**src/rtl/control_fsm.sv**
```systemverilog
// control_fsm: main control unit of the multi-cycle RV32I core.
// A Moore FSM steps each instruction through FETCH/DECODE/EXECUTE/MEM/WB and drives
// the datapath mux selects, the write enables, the ALU operation and the immediate type.
//
// Ports:
//   clk, reset        rising-edge clock, synchronous active-high reset
//   op, funct3,       instruction fields from the instruction register
//   funct7b5
//   zero              ALU result == 0 (branch decision)
//   memready          memory completes its access this cycle
//   immsrc            immediate format: 000 I, 001 S, 010 B, 011 J, 100 U
//   alusrca/alusrcb   ALU operand selects
//   resultsrc         result mux select
//   adrsrc            memory address select (0 PC, 1 Result)
//   alucontrol        ALU operation
//   irwrite, pcwrite,
//   regwrite, memwrite  write enables
//   illegal           one-cycle pulse on an unsupported opcode in DECODE
//   state_o           current state encoding (debug)
module control_fsm #(
    parameter bit HAS_MEMREADY = 1'b1,
    parameter bit BNE_EN       = 1'b1
) (
    input  logic       clk,
    input  logic       reset,
    input  logic [6:0] op,
    input  logic [2:0] funct3,
    input  logic       funct7b5,
    input  logic       zero,
    input  logic       memready,
    output logic [2:0] immsrc,
    output logic [1:0] alusrca,
    output logic [1:0] alusrcb,
    output logic [1:0] resultsrc,
    output logic       adrsrc,
    output logic [2:0] alucontrol,
    output logic       irwrite,
    output logic       pcwrite,
    output logic       regwrite,
    output logic       memwrite,
    output logic       illegal,
    output logic [3:0] state_o
);

    typedef enum logic [3:0] {
        S_FETCH    = 4'd0,
        S_DECODE   = 4'd1,
        S_MEMADR   = 4'd2,
        S_MEMREAD  = 4'd3,
        S_MEMWB    = 4'd4,
        S_MEMWRITE = 4'd5,
        S_EXECR    = 4'd6,
        S_EXECI    = 4'd7,
        S_ALUWB    = 4'd8,
        S_JAL      = 4'd9,
        S_BRANCH   = 4'd10,
        S_LUI      = 4'd11,
        S_AUIPC    = 4'd12
    } state_t;

    state_t     state_q, state_d;
    logic       memReady;
    logic       take;
    logic       pcUpdate, branch;
    logic       irWriteRaw, regWriteRaw, memWriteRaw, illegalRaw;
    logic [1:0] aluOp;

    // Without a handshaking memory every access completes in one cycle.
    assign memReady = HAS_MEMREADY ? memready : 1'b1;

    // bne inverts the sense of the zero flag when enabled.
    assign take = zero ^ (BNE_EN & funct3[0]);

    // State register; the reset edge always returns to FETCH.
    always_ff @(posedge clk) begin
        if (reset) begin
            state_q <= S_FETCH;
        end else begin
            state_q <= state_d;
        end
    end

    assign state_o = state_q;

    // Immediate format depends only on the opcode.
    always_comb begin
        immsrc = 3'b000;
        case (op)
            7'b0100011:             immsrc = 3'b001;
            7'b1100011:             immsrc = 3'b010;
            7'b1101111:             immsrc = 3'b011;
            7'b0110111, 7'b0010111: immsrc = 3'b100;
            default:                immsrc = 3'b000;
        endcase
    end

    // Per-state selects, raw enables and next state.
    always_comb begin
        state_d     = S_FETCH;
        alusrca     = 2'b00;
        alusrcb     = 2'b00;
        resultsrc   = 2'b00;
        adrsrc      = 1'b0;
        aluOp       = 2'b00;
        pcUpdate    = 1'b0;
        branch      = 1'b0;
        irWriteRaw  = 1'b0;
        regWriteRaw = 1'b0;
        memWriteRaw = 1'b0;
        illegalRaw  = 1'b0;
        case (state_q)
            S_FETCH: begin
                alusrcb   = 2'b10;
                resultsrc = 2'b10;
                if (memReady) begin
                    irWriteRaw = 1'b1;
                    pcUpdate   = 1'b1;
                    state_d    = S_DECODE;
                end else begin
                    state_d = S_FETCH;
                end
            end
            S_DECODE: begin
                alusrca = 2'b01;
                alusrcb = 2'b01;
                case (op)
                    7'b0000011, 7'b0100011: state_d = S_MEMADR;
                    7'b0110011:             state_d = S_EXECR;
                    7'b0010011:             state_d = S_EXECI;
                    7'b1101111:             state_d = S_JAL;
                    7'b1100011:             state_d = S_BRANCH;
                    7'b0110111:             state_d = S_LUI;
                    7'b0010111:             state_d = S_AUIPC;
                    default: begin
                        illegalRaw = 1'b1;
                        state_d    = S_FETCH;
                    end
                endcase
            end
            S_MEMADR: begin
                alusrca = 2'b10;
                alusrcb = 2'b01;
                // op[5] separates store (0100011) from load (0000011).
                state_d = op[5] ? S_MEMWRITE : S_MEMREAD;
            end
            S_MEMREAD: begin
                adrsrc  = 1'b1;
                state_d = memReady ? S_MEMWB : S_MEMREAD;
            end
            S_MEMWB: begin
                resultsrc   = 2'b01;
                regWriteRaw = 1'b1;
                state_d     = S_FETCH;
            end
            S_MEMWRITE: begin
                adrsrc      = 1'b1;
                memWriteRaw = 1'b1;
                state_d     = memReady ? S_FETCH : S_MEMWRITE;
            end
            S_EXECR: begin
                alusrca = 2'b10;
                aluOp   = 2'b10;
                state_d = S_ALUWB;
            end
            S_EXECI: begin
                alusrca = 2'b10;
                alusrcb = 2'b01;
                aluOp   = 2'b10;
                state_d = S_ALUWB;
            end
            S_ALUWB: begin
                regWriteRaw = 1'b1;
                state_d     = S_FETCH;
            end
            S_JAL: begin
                alusrca  = 2'b01;
                alusrcb  = 2'b10;
                pcUpdate = 1'b1;
                state_d  = S_ALUWB;
            end
            S_BRANCH: begin
                alusrca = 2'b10;
                aluOp   = 2'b01;
                branch  = 1'b1;
                state_d = S_FETCH;
            end
            S_LUI: begin
                alusrca = 2'b11;
                alusrcb = 2'b01;
                state_d = S_ALUWB;
            end
            S_AUIPC: begin
                alusrca = 2'b01;
                alusrcb = 2'b01;
                state_d = S_ALUWB;
            end
            default: state_d = S_FETCH;
        endcase
    end

    // Reset suppresses every enable, including in the cycle it is first raised.
    assign irwrite  = irWriteRaw & ~reset;
    assign pcwrite  = (pcUpdate | (branch & take)) & ~reset;
    assign regwrite = regWriteRaw & ~reset;
    assign memwrite = memWriteRaw & ~reset;
    assign illegal  = illegalRaw & ~reset;

    // ALU decoder; subtract for R-type only, since addi reuses funct7 bits as immediate.
    always_comb begin
        alucontrol = 3'b000;
        case (aluOp)
            2'b01: alucontrol = 3'b001;
            2'b10: begin
                case (funct3)
                    3'b000:  alucontrol = (op[5] & funct7b5) ? 3'b001 : 3'b000;
                    3'b010:  alucontrol = 3'b101;
                    3'b110:  alucontrol = 3'b011;
                    3'b111:  alucontrol = 3'b010;
                    default: alucontrol = 3'b000;
                endcase
            end
            default: alucontrol = 3'b000;
        endcase
    end

endmodule

```
**config.mk**
```make
export PLATFORM = sky130hd
export DESIGN_NAME = control_fsm
export DESIGN_NICKNAME = d
export VERILOG_FILES = /design/src/rtl/control_fsm.sv
export SDC_FILE = /design/constraint.sdc
export NUM_CORES = 1
export LEC_CHECK = 0
export CAP_MARGIN = 20
export CORE_MARGIN = 5
export CORE_UTILIZATION = 33
export CTS_CLUSTER_SIZE = 20
export DETAILED_ROUTE_END_ITERATION = 12
export DONT_BUFFER_PORTS = 1
export SETUP_SLACK_MARGIN = 0.05
export SLEW_MARGIN = 30
export SYNTH_ARGS = -nofsm -noshare
export SYNTH_HDL_FRONTEND = slang
export SYNTH_SLANG_ARGS = --single-unit
```
**constraint.sdc**
```tcl
create_clock -name clk -period 3.1 [get_ports clk]
set_clock_uncertainty 0.1 [all_clocks]
set_input_delay 0.775 -clock clk [delete_from_list [all_inputs] [get_ports clk]]
set_output_delay 0.775 -clock clk [all_outputs]
set_load 0.03 [all_outputs]
```
==> results of run 1 <==
## worst max-delay path by stage
stage / from / end / slack [ps] / depth (start not counted)
2_1_floorplan: op[4] / illegal / 80 / 4
4_1_cts: op[4] / illegal / 240 / 5
3_5_place_dp: op[4] / illegal / 250 / 5
5_1_grt: state_o[3]$_SDFF_PP0_ / alucontrol[1] / 150 / 5
6_report: op[4] / illegal / 240 / 5
3_3_place_gp: op[4] / illegal / 270 / 5
## power by group through the flow
stage	logic [µW]	registers [µW]	clock network [µW]
2_1_floorplan	50.1	56.6	0
3_3_place_gp	64.9	56.1	0
3_5_place_dp	65.9	56.1	0
4_1_cts	66.0	55.2	73.0
5_1_grt	71.0	55.6	74.6
6_report	65.4	55.3	68.1
## cells in the mapped netlist (2+ instances only)
master	n	share of area (%)
sky130_fd_sc_hd__nand2_1	9	4.6
sky130_fd_sc_hd__nand2b_1	8	6.8
sky130_fd_sc_hd__a21oi_1	6	4.1
sky130_fd_sc_hd__inv_1	5	2.6
sky130_fd_sc_hd__dfxtp_1	4	11
sky130_fd_sc_hd__nand3b_1	4	4.1
sky130_fd_sc_hd__nor2b_1	4	3.4
sky130_fd_sc_hd__nor3_1	4	2.7
sky130_fd_sc_hd__nor4_1	4	3.4
sky130_fd_sc_hd__a211oi_1	3	3.1
sky130_fd_sc_hd__a31oi_1	3	2.6
sky130_fd_sc_hd__clkbuf_1	3	1.5
sky130_fd_sc_hd__nor2_1	3	1.5
sky130_fd_sc_hd__a21o_1	2	2.0
sky130_fd_sc_hd__buf_2	2	1.4
sky130_fd_sc_hd__buf_6	2	3.1
sky130_fd_sc_hd__ha_1	2	3.4
sky130_fd_sc_hd__mux2i_1	2	2.7
sky130_fd_sc_hd__nand3_1	2	1.4
sky130_fd_sc_hd__nor3b_1	2	2.0
sky130_fd_sc_hd__o21ai_0	2	1.4
sky130_fd_sc_hd__o22ai_1	2	1.7
sky130_fd_sc_hd__xnor2_1	2	2.4
sky130_fd_sc_hd__xor2_1	2	2.4
## worst reg2reg max path, stage by stage, from the launching register on
cell and delay, ps:
sky130_fd_sc_hd__dfxtp_1 490, sky130_fd_sc_hd__buf_4 270, sky130_fd_sc_hd__nor3_1 80, sky130_fd_sc_hd__a21o_1 150, sky130_fd_sc_hd__a221o_1 330, sky130_fd_sc_hd__a211oi_1 160
## cell usage in the layout, fill, tap and decap left out, types with 3 or more instances in the layout
cell type                  instances
sky130_fd_sc_hd__clkbuf_4          3
sky130_fd_sc_hd__inv_1             5
sky130_fd_sc_hd__nor3_1            4
sky130_fd_sc_hd__buf_4            23
sky130_fd_sc_hd__nand2b_1          8
sky130_fd_sc_hd__nand2_1           9
sky130_fd_sc_hd__nor2_1            3
sky130_fd_sc_hd__a211oi_1          3
sky130_fd_sc_hd__dfxtp_1           4
sky130_fd_sc_hd__nor2b_1           4
sky130_fd_sc_hd__nand3b_1          4
sky130_fd_sc_hd__nor4_1            3
sky130_fd_sc_hd__a31oi_1           3
sky130_fd_sc_hd__a21oi_1           6
## cell type report
cell class	count	share of cell area, %
multi-input combinational	85	64.4
timing repair buffer	23	18.7
sequential	4	8.67
tap	28	3.79
clock buffer	3	2.44
inverter	5	2.03
## routing by layer
layer	vias to the layer above	track usage (%)	share of wire, %	wire length [µm]
li1	412	-	-	-
met1	406	14.4	42	892
met2	28	21.7	48	1040
met3	4	4.75	8.0	171
met4	0	6.95	2.0	42
met5	-	0	0	0
## kinds of logic (layout without fill, tap and decap cells)
logic type	Yosys count	in the layout	synth area share, %
compound gates	26	26	24.5
flops	4	4	10.9
buf+inv	14	31	10.0
fa+ha+maj	2	2	3.40
mux	2	2	2.72
simple gates	51	51	43.7
xor+xnor	4	4	4.76
## stage by stage
stage,cell area (µm²),setup slack [ps],util (%)
floorplan,742,76.1,-
detailed placement,901,247,41.5
CTS,923,241,42.6
finish,923,244,42.6
global placement,901,274,41.5
global route,923,149,42.6
==> tab_implementation.tex, run 1 <==
\begin{tabular}{lr}
\hline
Metric & Value \\
\hline
\multicolumn{2}{l}{\textbf{Pwr}} \\
Sw frac & 34.1\% \\
Cell internal power dissipation & 125 µW \\
VDD IR-drop max & 0.0970 mV \\
Static Leak & 0.000374 µW \\
Power share of the sequential group & 29.3\% \\
Pwr per Cell Area & 205 mW/mm² \\
Clock share of power & 36.1\% \\
Proportion of power drawn by combinational gates & 34.7\% \\
Sw power & 64.3 µW \\
Total design power & 189 µW \\
\multicolumn{2}{l}{\textbf{Finish}} \\
Largest register FFs & 4 \\
Synthesis-to-layout area growth & 25.5\% \\
Seq. cell area & 80.1 µm² \\
Count of fill cells added during filler insertion & 231 \\
Fin nets & 139 \\
Multi-input logic area & 594 µm² \\
Layout cells sized above 1 & 28.3\% \\
Count of inserted antenna diode cells & 0 \\
Final instance count without filler cells & 148 \\
\multicolumn{2}{l}{\textbf{Drt}} \\
Average wire length per cell after detail routing & 14.5 µm \\
Drt pass-1 iters & 4 \\
Final wirelength & 2150 µm \\
Total number of vias & 850 \\
Iter 0 DRT Violations & 21 \\
Post-detailed-route DRC marker count & 0 \\
Routed Antenna Nets & 0 \\
Mean number of vias per cell & 5.74 \\
\multicolumn{2}{l}{\textbf{STA}} \\
Fin. max-slew vios & 0 \\
Maximum frequency from static timing analysis & 350 MHz \\
Final number of hold-violating endpoints & 0 \\
Setup repair after global routing missed its margin & false \\
Post-layout min period & 2860 ps \\
Post-route fraction of the period consumed by the critical path & 92.1\% \\
Fin Hold WS & 499 ps \\
Slew at the pin closest to its max-slew limit & 358 ps \\
Fin Setup TNS & 0 ps \\
Headroom to the max-slew limit & 75.9\% \\
Total setup violations reported at the end of the flow & 0 \\
\multicolumn{2}{l}{\textbf{Synthesis}} \\
Synth unique cells & 45 \\
Count of synthesis-stage warnings from yosys & 0 \\
Net count of the mapped netlist & 120 \\
Number of synthesized flops with an enable pin & 0 \\
Sequential cell area fraction in the yosys report & 10.9\% \\
Top\_reg\_cell synth & sky130\_fd\_sc\_hd\_\_dfxtp\_1 \\
Cell area after synthesis & 736 µm² \\
Mean Syn Cell Area & 7.14 µm² \\
Fraction of synthesis flops using an asynchronous set or reset pin & 0\% \\
Synthesized netlist cell count & 103 \\
Number of register bits inferred by synthesis & 4 \\
\multicolumn{2}{l}{\textbf{Setup path}} \\
Delay of the slowest critical-path stage & 480 ps \\
Endpoint of the worst register-to-register path & state\_o[2]\$\_SDFF\_PP0\_ \\
Sum of buffers and inverters on the critical path & 1 \\
Reg2reg path depth & 5 \\
Worst path required time & 2220 ps \\
Kind of critical path & in -> out \\
Series of cell instances along the critical path & nor3b\_2 > and4\_4 > or4b\_1 > a31oi\_1 > buf\_4 \\
Minimum setup slack among reg-to-reg paths & 1440 ps \\
Kind of launch point of the worst setup path & input pin \\
Crit. End Element & output port \\
Critical Path Fanout Max & 3 \\
Data arrival time of the worst path & 1980 ps \\
Worst path top cell family by delay & simple AND/OR/NAND/NOR gates \\
Crit Reg-Reg Startpoint & state\_o[0]\$\_SDFF\_PP0\_ \\
Master of the slowest instance on the critical path & sky130\_fd\_sc\_hd\_\_or4b\_1 \\
\multicolumn{2}{l}{\textbf{Floorplanning}} \\
DIE AREA & 0.00327 mm² \\
Core Box Area & 0.00217 mm² \\
Site Rows & 17 \\
I/O pin total & 37 \\
Chip height & 57.2 µm \\
Chip width & 57.2 µm \\
Starting density of the core & 33.9\% \\
\multicolumn{2}{l}{\textbf{Worst hold path}} \\
WHS Path Cells & 1 \\
Critical hold path startpoint & reset \\
Hold EP & state\_o[3]\$\_SDFF\_PP0\_ \\
Tightest Hold Check Type & in -> reg \\
\multicolumn{2}{l}{\textbf{Global routing}} \\
Number of antenna violations at the first check in global routing & 0 \\
Wire length of the first global-routing pass & 3400 µm \\
Pin count of the biggest net entering global routing & 17 \\
Number of global-route vias before repair & 799 \\
Congestion Overflow GR & 0 \\
All-Layer GR Usage & 13.0\% \\
\multicolumn{2}{l}{\textbf{Clock network}} \\
Number of clock buffers inserted by TritonCTS & 3 \\
Root Buffer & sky130\_fd\_sc\_hd\_\_clkbuf\_4 \\
Maximum buffer depth of the clock tree & 2 \\
CTS Hold Buffers Added & 0 \\
Setup Buffers After CTS & 0 \\
Clock latency at the later pin of the worst-skew pair & 240 ps \\
CTS tree & built \\
Number of clock sinks seen by CTS & 4 \\
Count of instances resized after the clock tree is built & 0 \\
H-tree Lvls & 1 \\
Post-CTS clock slew at the launch and capture registers of the worst setup and hold paths & 40 ps \\
\multicolumn{2}{l}{\textbf{Status}} \\
Outcome & finished clean \\
\multicolumn{2}{l}{\textbf{Place}} \\
IO Port Bufs & 0 \\
Number of placed cells counting well taps & 145 \\
DP HPWL & 1700 µm \\
Routability cong. & 0.753 \\
\multicolumn{2}{l}{\textbf{Run}} \\
Max\_cap viols & 0 \\
\hline
\end{tabular}
No activity file was read; power rests on OpenSTA's default activity.
==> run 2: changes to the inputs <==
--- a/config.mk
+++ b/config.mk
@@ -10,7 +10,7 @@
 export CORE_UTILIZATION = 33
 export CTS_CLUSTER_SIZE = 20
 export DETAILED_ROUTE_END_ITERATION = 12
-export DONT_BUFFER_PORTS = 1
+export PLACE_DENSITY = 0.68
 export SETUP_SLACK_MARGIN = 0.05
 export SLEW_MARGIN = 30
 export SYNTH_ARGS = -nofsm -noshare
==> run 2 against run 1 <==
  * Maximum frequency is 3.3% lower
  * Sequential power is 4.7% higher
  * Count of clock-buffer cells in the layout stayed put
  * Die area stayed put
==> tab_implementation.tex, run 2 (synthesis gave the netlist of run 1 again) <==
\begin{tabular}{lr}
\hline
Metric & Value \\
\hline
\multicolumn{2}{l}{\textbf{Setup path}} \\
Crit Reg-Reg Startpoint & state\_o[2]\$\_SDFF\_PP0\_ (was state\_o[0]\$\_SDFF\_PP0\_) \\
Master of the slowest instance on the critical path & sky130\_fd\_sc\_hd\_\_clkdlybuf4s50\_1 (was sky130\_fd\_sc\_hd\_\_or4b\_1) \\
Minimum setup slack among reg-to-reg paths & 1390 ps (was 1440 ps) \\
Critical Path Fanout Max & 5 (was 3) \\
Kind of launch point of the worst setup path & input pin (unchanged) \\
Critical Path Source & op[5] (was op[4]) \\
Crit. End Element & output port (unchanged) \\
Worst path top cell family by delay & buffers and inverters (was simple AND/OR/NAND/NOR gates) \\
Reg2reg path depth & 4 (was 5) \\
Worst path required time & 2220 ps (about the same) \\
Series of cell instances along the critical path & clkdlybuf4s50\_1 > nand2b\_4 > a21o\_1 > o22ai\_1 > a31oi\_1 > buf\_4 (was nor3b\_2 > and4\_4 > or4b\_1 > a31oi\_1 > buf\_4) \\
Kind of critical path & in -> out (unchanged) \\
Critical path capture point & illegal (unchanged) \\
Sum of buffers and inverters on the critical path & 2 (was 1) \\
Delay of the slowest critical-path stage & 550 ps (was 480 ps) \\
Data arrival time of the worst path & 2080 ps (was 1980 ps) \\
Total stage count of the critical path & 6 (was 5) \\
Endpoint of the worst register-to-register path & state\_o[2]\$\_SDFF\_PP0\_ (unchanged) \\
\multicolumn{2}{l}{\textbf{Place}} \\
Routability cong. & 0.836 (was 0.753) \\
IO Port Bufs & 36 (was 0) \\
DP HPWL & 1950 µm (was 1700 µm) \\
Number of placed cells counting well taps & 173 (was 145) \\
\multicolumn{2}{l}{\textbf{Clock network}} \\
Maximum buffer depth of the clock tree & 2 (unchanged) \\
Number of clock sinks seen by CTS & 4 (unchanged) \\
Post-CTS clock slew at the launch and capture registers of the worst setup and hold paths & 40 ps (about the same) \\
Number of clock buffers inserted by TritonCTS & 3 (unchanged) \\
CTS tree & built (unchanged) \\
Root Buffer & sky130\_fd\_sc\_hd\_\_clkbuf\_4 (unchanged) \\
Clock latency at the later pin of the worst-skew pair & 250 ps (was 240 ps) \\
CTS Hold Buffers Added & 0 (unchanged) \\
H-tree Lvls & 1 (unchanged) \\
\multicolumn{2}{l}{\textbf{STA}} \\
Post-route fraction of the period consumed by the critical path & 95.3\% (was 92.1\%) \\
Setup repair after global routing missed its margin & false (unchanged) \\
Slew at the pin closest to its max-slew limit & 487 ps (was 358 ps) \\
Final number of hold-violating endpoints & 0 (unchanged) \\
Post-layout min period & 2950 ps (was 2860 ps) \\
Fin Setup TNS & 0 ps (unchanged) \\
Fin. max-slew vios & 0 (unchanged) \\
Total setup violations reported at the end of the flow & 0 (unchanged) \\
Maximum frequency from static timing analysis & 339 MHz (was 350 MHz) \\
Headroom to the max-slew limit & 67.5\% (was 75.9\%) \\
\multicolumn{2}{l}{\textbf{Drt}} \\
Drt pass-1 iters & 4 (unchanged) \\
Post-detailed-route DRC marker count & 0 (unchanged) \\
Mean number of vias per cell & 5.31 (was 5.74) \\
Routed Antenna Nets & 0 (unchanged) \\
Iter 0 DRT Violations & 29 (was 21) \\
Total number of vias & 940 (was 850) \\
Final wirelength & 2390 µm (was 2150 µm) \\
Average wire length per cell after detail routing & 13.5 µm (was 14.5 µm) \\
\multicolumn{2}{l}{\textbf{Finish}} \\
Layout cells sized above 1 & 26.8\% (was 28.3\%) \\
Synthesis-to-layout area growth & 64.1\% (was 25.5\%) \\
Count of inserted antenna diode cells & 0 (unchanged) \\
Fin nets & 168 (was 139) \\
Count of fill cells added during filler insertion & 228 (was 231) \\
Highest-count cells in the layout ignoring fill and taps & sky130\_fd\_sc\_hd\_\_buf\_4 (27), sky130\_fd\_sc\_hd\_\_clkdlybuf4s50\_1 (18), sky130\_fd\_sc\_hd\_\_nand2\_1 (9) (was sky130\_fd\_sc\_hd\_\_buf\_4 (23), sky130\_fd\_sc\_hd\_\_nand2\_1 (9), sky130\_fd\_sc\_hd\_\_nand2b\_1 (8)) \\
Most frequent standard cell in the layout excluding fill and tap cells & sky130\_fd\_sc\_hd\_\_buf\_4 (unchanged) \\
Largest register FFs & 4 (unchanged) \\
Final instance count without filler cells & 177 (was 148) \\
\multicolumn{2}{l}{\textbf{Floorplanning}} \\
DIE AREA & 0.00327 mm² (unchanged) \\
Chip width & 57.2 µm (unchanged) \\
Starting density of the core & 33.9\% (unchanged) \\
Site Rows & 17 (unchanged) \\
I/O pin total & 37 (unchanged) \\
Chip height & 57.2 µm (unchanged) \\
Core Box Area & 0.00217 mm² (unchanged) \\
\multicolumn{2}{l}{\textbf{Pwr}} \\
Total design power & 229 µW (was 189 µW) \\
Pwr per Cell Area & 189 mW/mm² (was 205 mW/mm²) \\
VDD IR-drop max & 0.105 mV (was 0.0970 mV) \\
Static Leak & 0.000507 µW (was 0.000374 µW) \\
\multicolumn{2}{l}{\textbf{Status}} \\
Outcome & finished clean (unchanged) \\
\multicolumn{2}{l}{\textbf{Global routing}} \\
Wire length of the first global-routing pass & 3940 µm (was 3400 µm) \\
All-Layer GR Usage & 15.1\% (was 13.0\%) \\
Congestion Overflow GR & 0 (unchanged) \\
Number of antenna violations at the first check in global routing & 0 (unchanged) \\
Met2 Usage GRT & 25.4\% (was 21.7\%) \\
GRT Max-Usage Layer & met2 (unchanged) \\
Number of global-route vias before repair & 919 (was 799) \\
Met3 track demand over resource & 4.52\% (was 4.75\%) \\
Pin count of the biggest net entering global routing & 20 (was 17) \\
Met1 usage in global routing & 17.6\% (was 14.4\%) \\
\multicolumn{2}{l}{\textbf{Worst hold path}} \\
Tightest Hold Check Type & reg -> reg (was in -> reg) \\
\multicolumn{2}{l}{\textbf{Run}} \\
Max\_cap viols & 0 (unchanged) \\
\hline
\end{tabular}
==> run 2: cell count changes in the layout (fill, tap and decap cells not counted), sizes merged <==
cell / before / now
dlymetal6s2s: 0 / 1
clkdlybuf4s15: 0 / 1
clkdlybuf4s50: 0 / 18
buf: 23 / 27
dlygate4sd2: 0 / 5
==> run 2: power breakdown <==
group	total, µW	leakage (µW)	switching [µW]	internal [µW]
clock	69.8	0.0000138	26.2	43.6
combinational	101	0.000460	49.1	51.8
sequential	57.9	0.0000328	4.92	53.0
total	229	0.000507	80.1	148
==> run 2: layout make-up <==
cell class | count | area (µm²) | area share [%]
Clock buffer | 3 | 22.5 | 1.87
Inverter | 5 | 18.8 | 1.55
Multi-Input combinational cell | 85 | 601 | 49.7
Sequential cell | 4 | 81.3 | 6.74
Tap cell | 28 | 35.0 | 2.90
Timing Repair Buffer | 52 | 449 | 37.2
==> run 2: worst register-to-register path, delay by kind of cell, from the launching register on <==
| kind | cells | cell delay (ps) |
|---|---|---|
| flops | 1 | 610 |
| compound gates | 2 | 580 |
| buf+inv | 1 | 240 |
| simple gates | 1 | 110 |
==> run 2: routing by layer <==
| metal | up-vias | part of all wire (%) |
|---|---|---|
| li1 | 476 | - |
| met1 | 429 | 44 |
| met2 | 30 | 47 |
| met3 | 5 | 8.0 |
| met4 | 0 | 1.5 |
| met5 | - | 0 |
==> run 2: timing repair <==
action                     4_1_cts  5_1_grt
gates resized for setup          7        4
setup endpoints to repair        2        3
pin swaps                        2        1
buffers inserted                 1        0
==> run 2: metrics by stage <==
step	hold WS (ps)	utilization [%]	cell area, µm²	setup slack (ps)
2_1_floorplan	657	-	742	76.1
3_3_place_gp	568	53.8	1170	-88.4
3_5_place_dp	593	53.8	1170	-129
4_1_cts	591	54.9	1190	72.7
5_1_grt	624	55.7	1210	64.6
6_report	579	55.7	1210	146
==> run 2: worst min-delay path by stage <==
stage	depth (start not counted)	endpoint	from
detailed placement	2	state_o[3]$_SDFF_PP0_	state_o[2]$_SDFF_PP0_
global route	2	state_o[3]$_SDFF_PP0_	state_o[0]$_SDFF_PP0_
global placement	2	state_o[3]$_SDFF_PP0_	state_o[2]$_SDFF_PP0_
floorplan	4	state_o[0]$_SDFF_PP0_	state_o[0]$_SDFF_PP0_
finish	2	state_o[3]$_SDFF_PP0_	state_o[0]$_SDFF_PP0_
CTS	2	state_o[3]$_SDFF_PP0_	state_o[2]$_SDFF_PP0_
==> run 3: changes to the inputs <==
--- a/config.mk
+++ b/config.mk
@@ -8,7 +8,6 @@
 export CAP_MARGIN = 20
 export CORE_MARGIN = 5
 export CORE_UTILIZATION = 33
-export CTS_CLUSTER_SIZE = 20
 export DETAILED_ROUTE_END_ITERATION = 12
 export PLACE_DENSITY = 0.68
 export SETUP_SLACK_MARGIN = 0.05
==> results of run 3 <==
The final DEF is identical to that of run 2; final timing and power are the same.
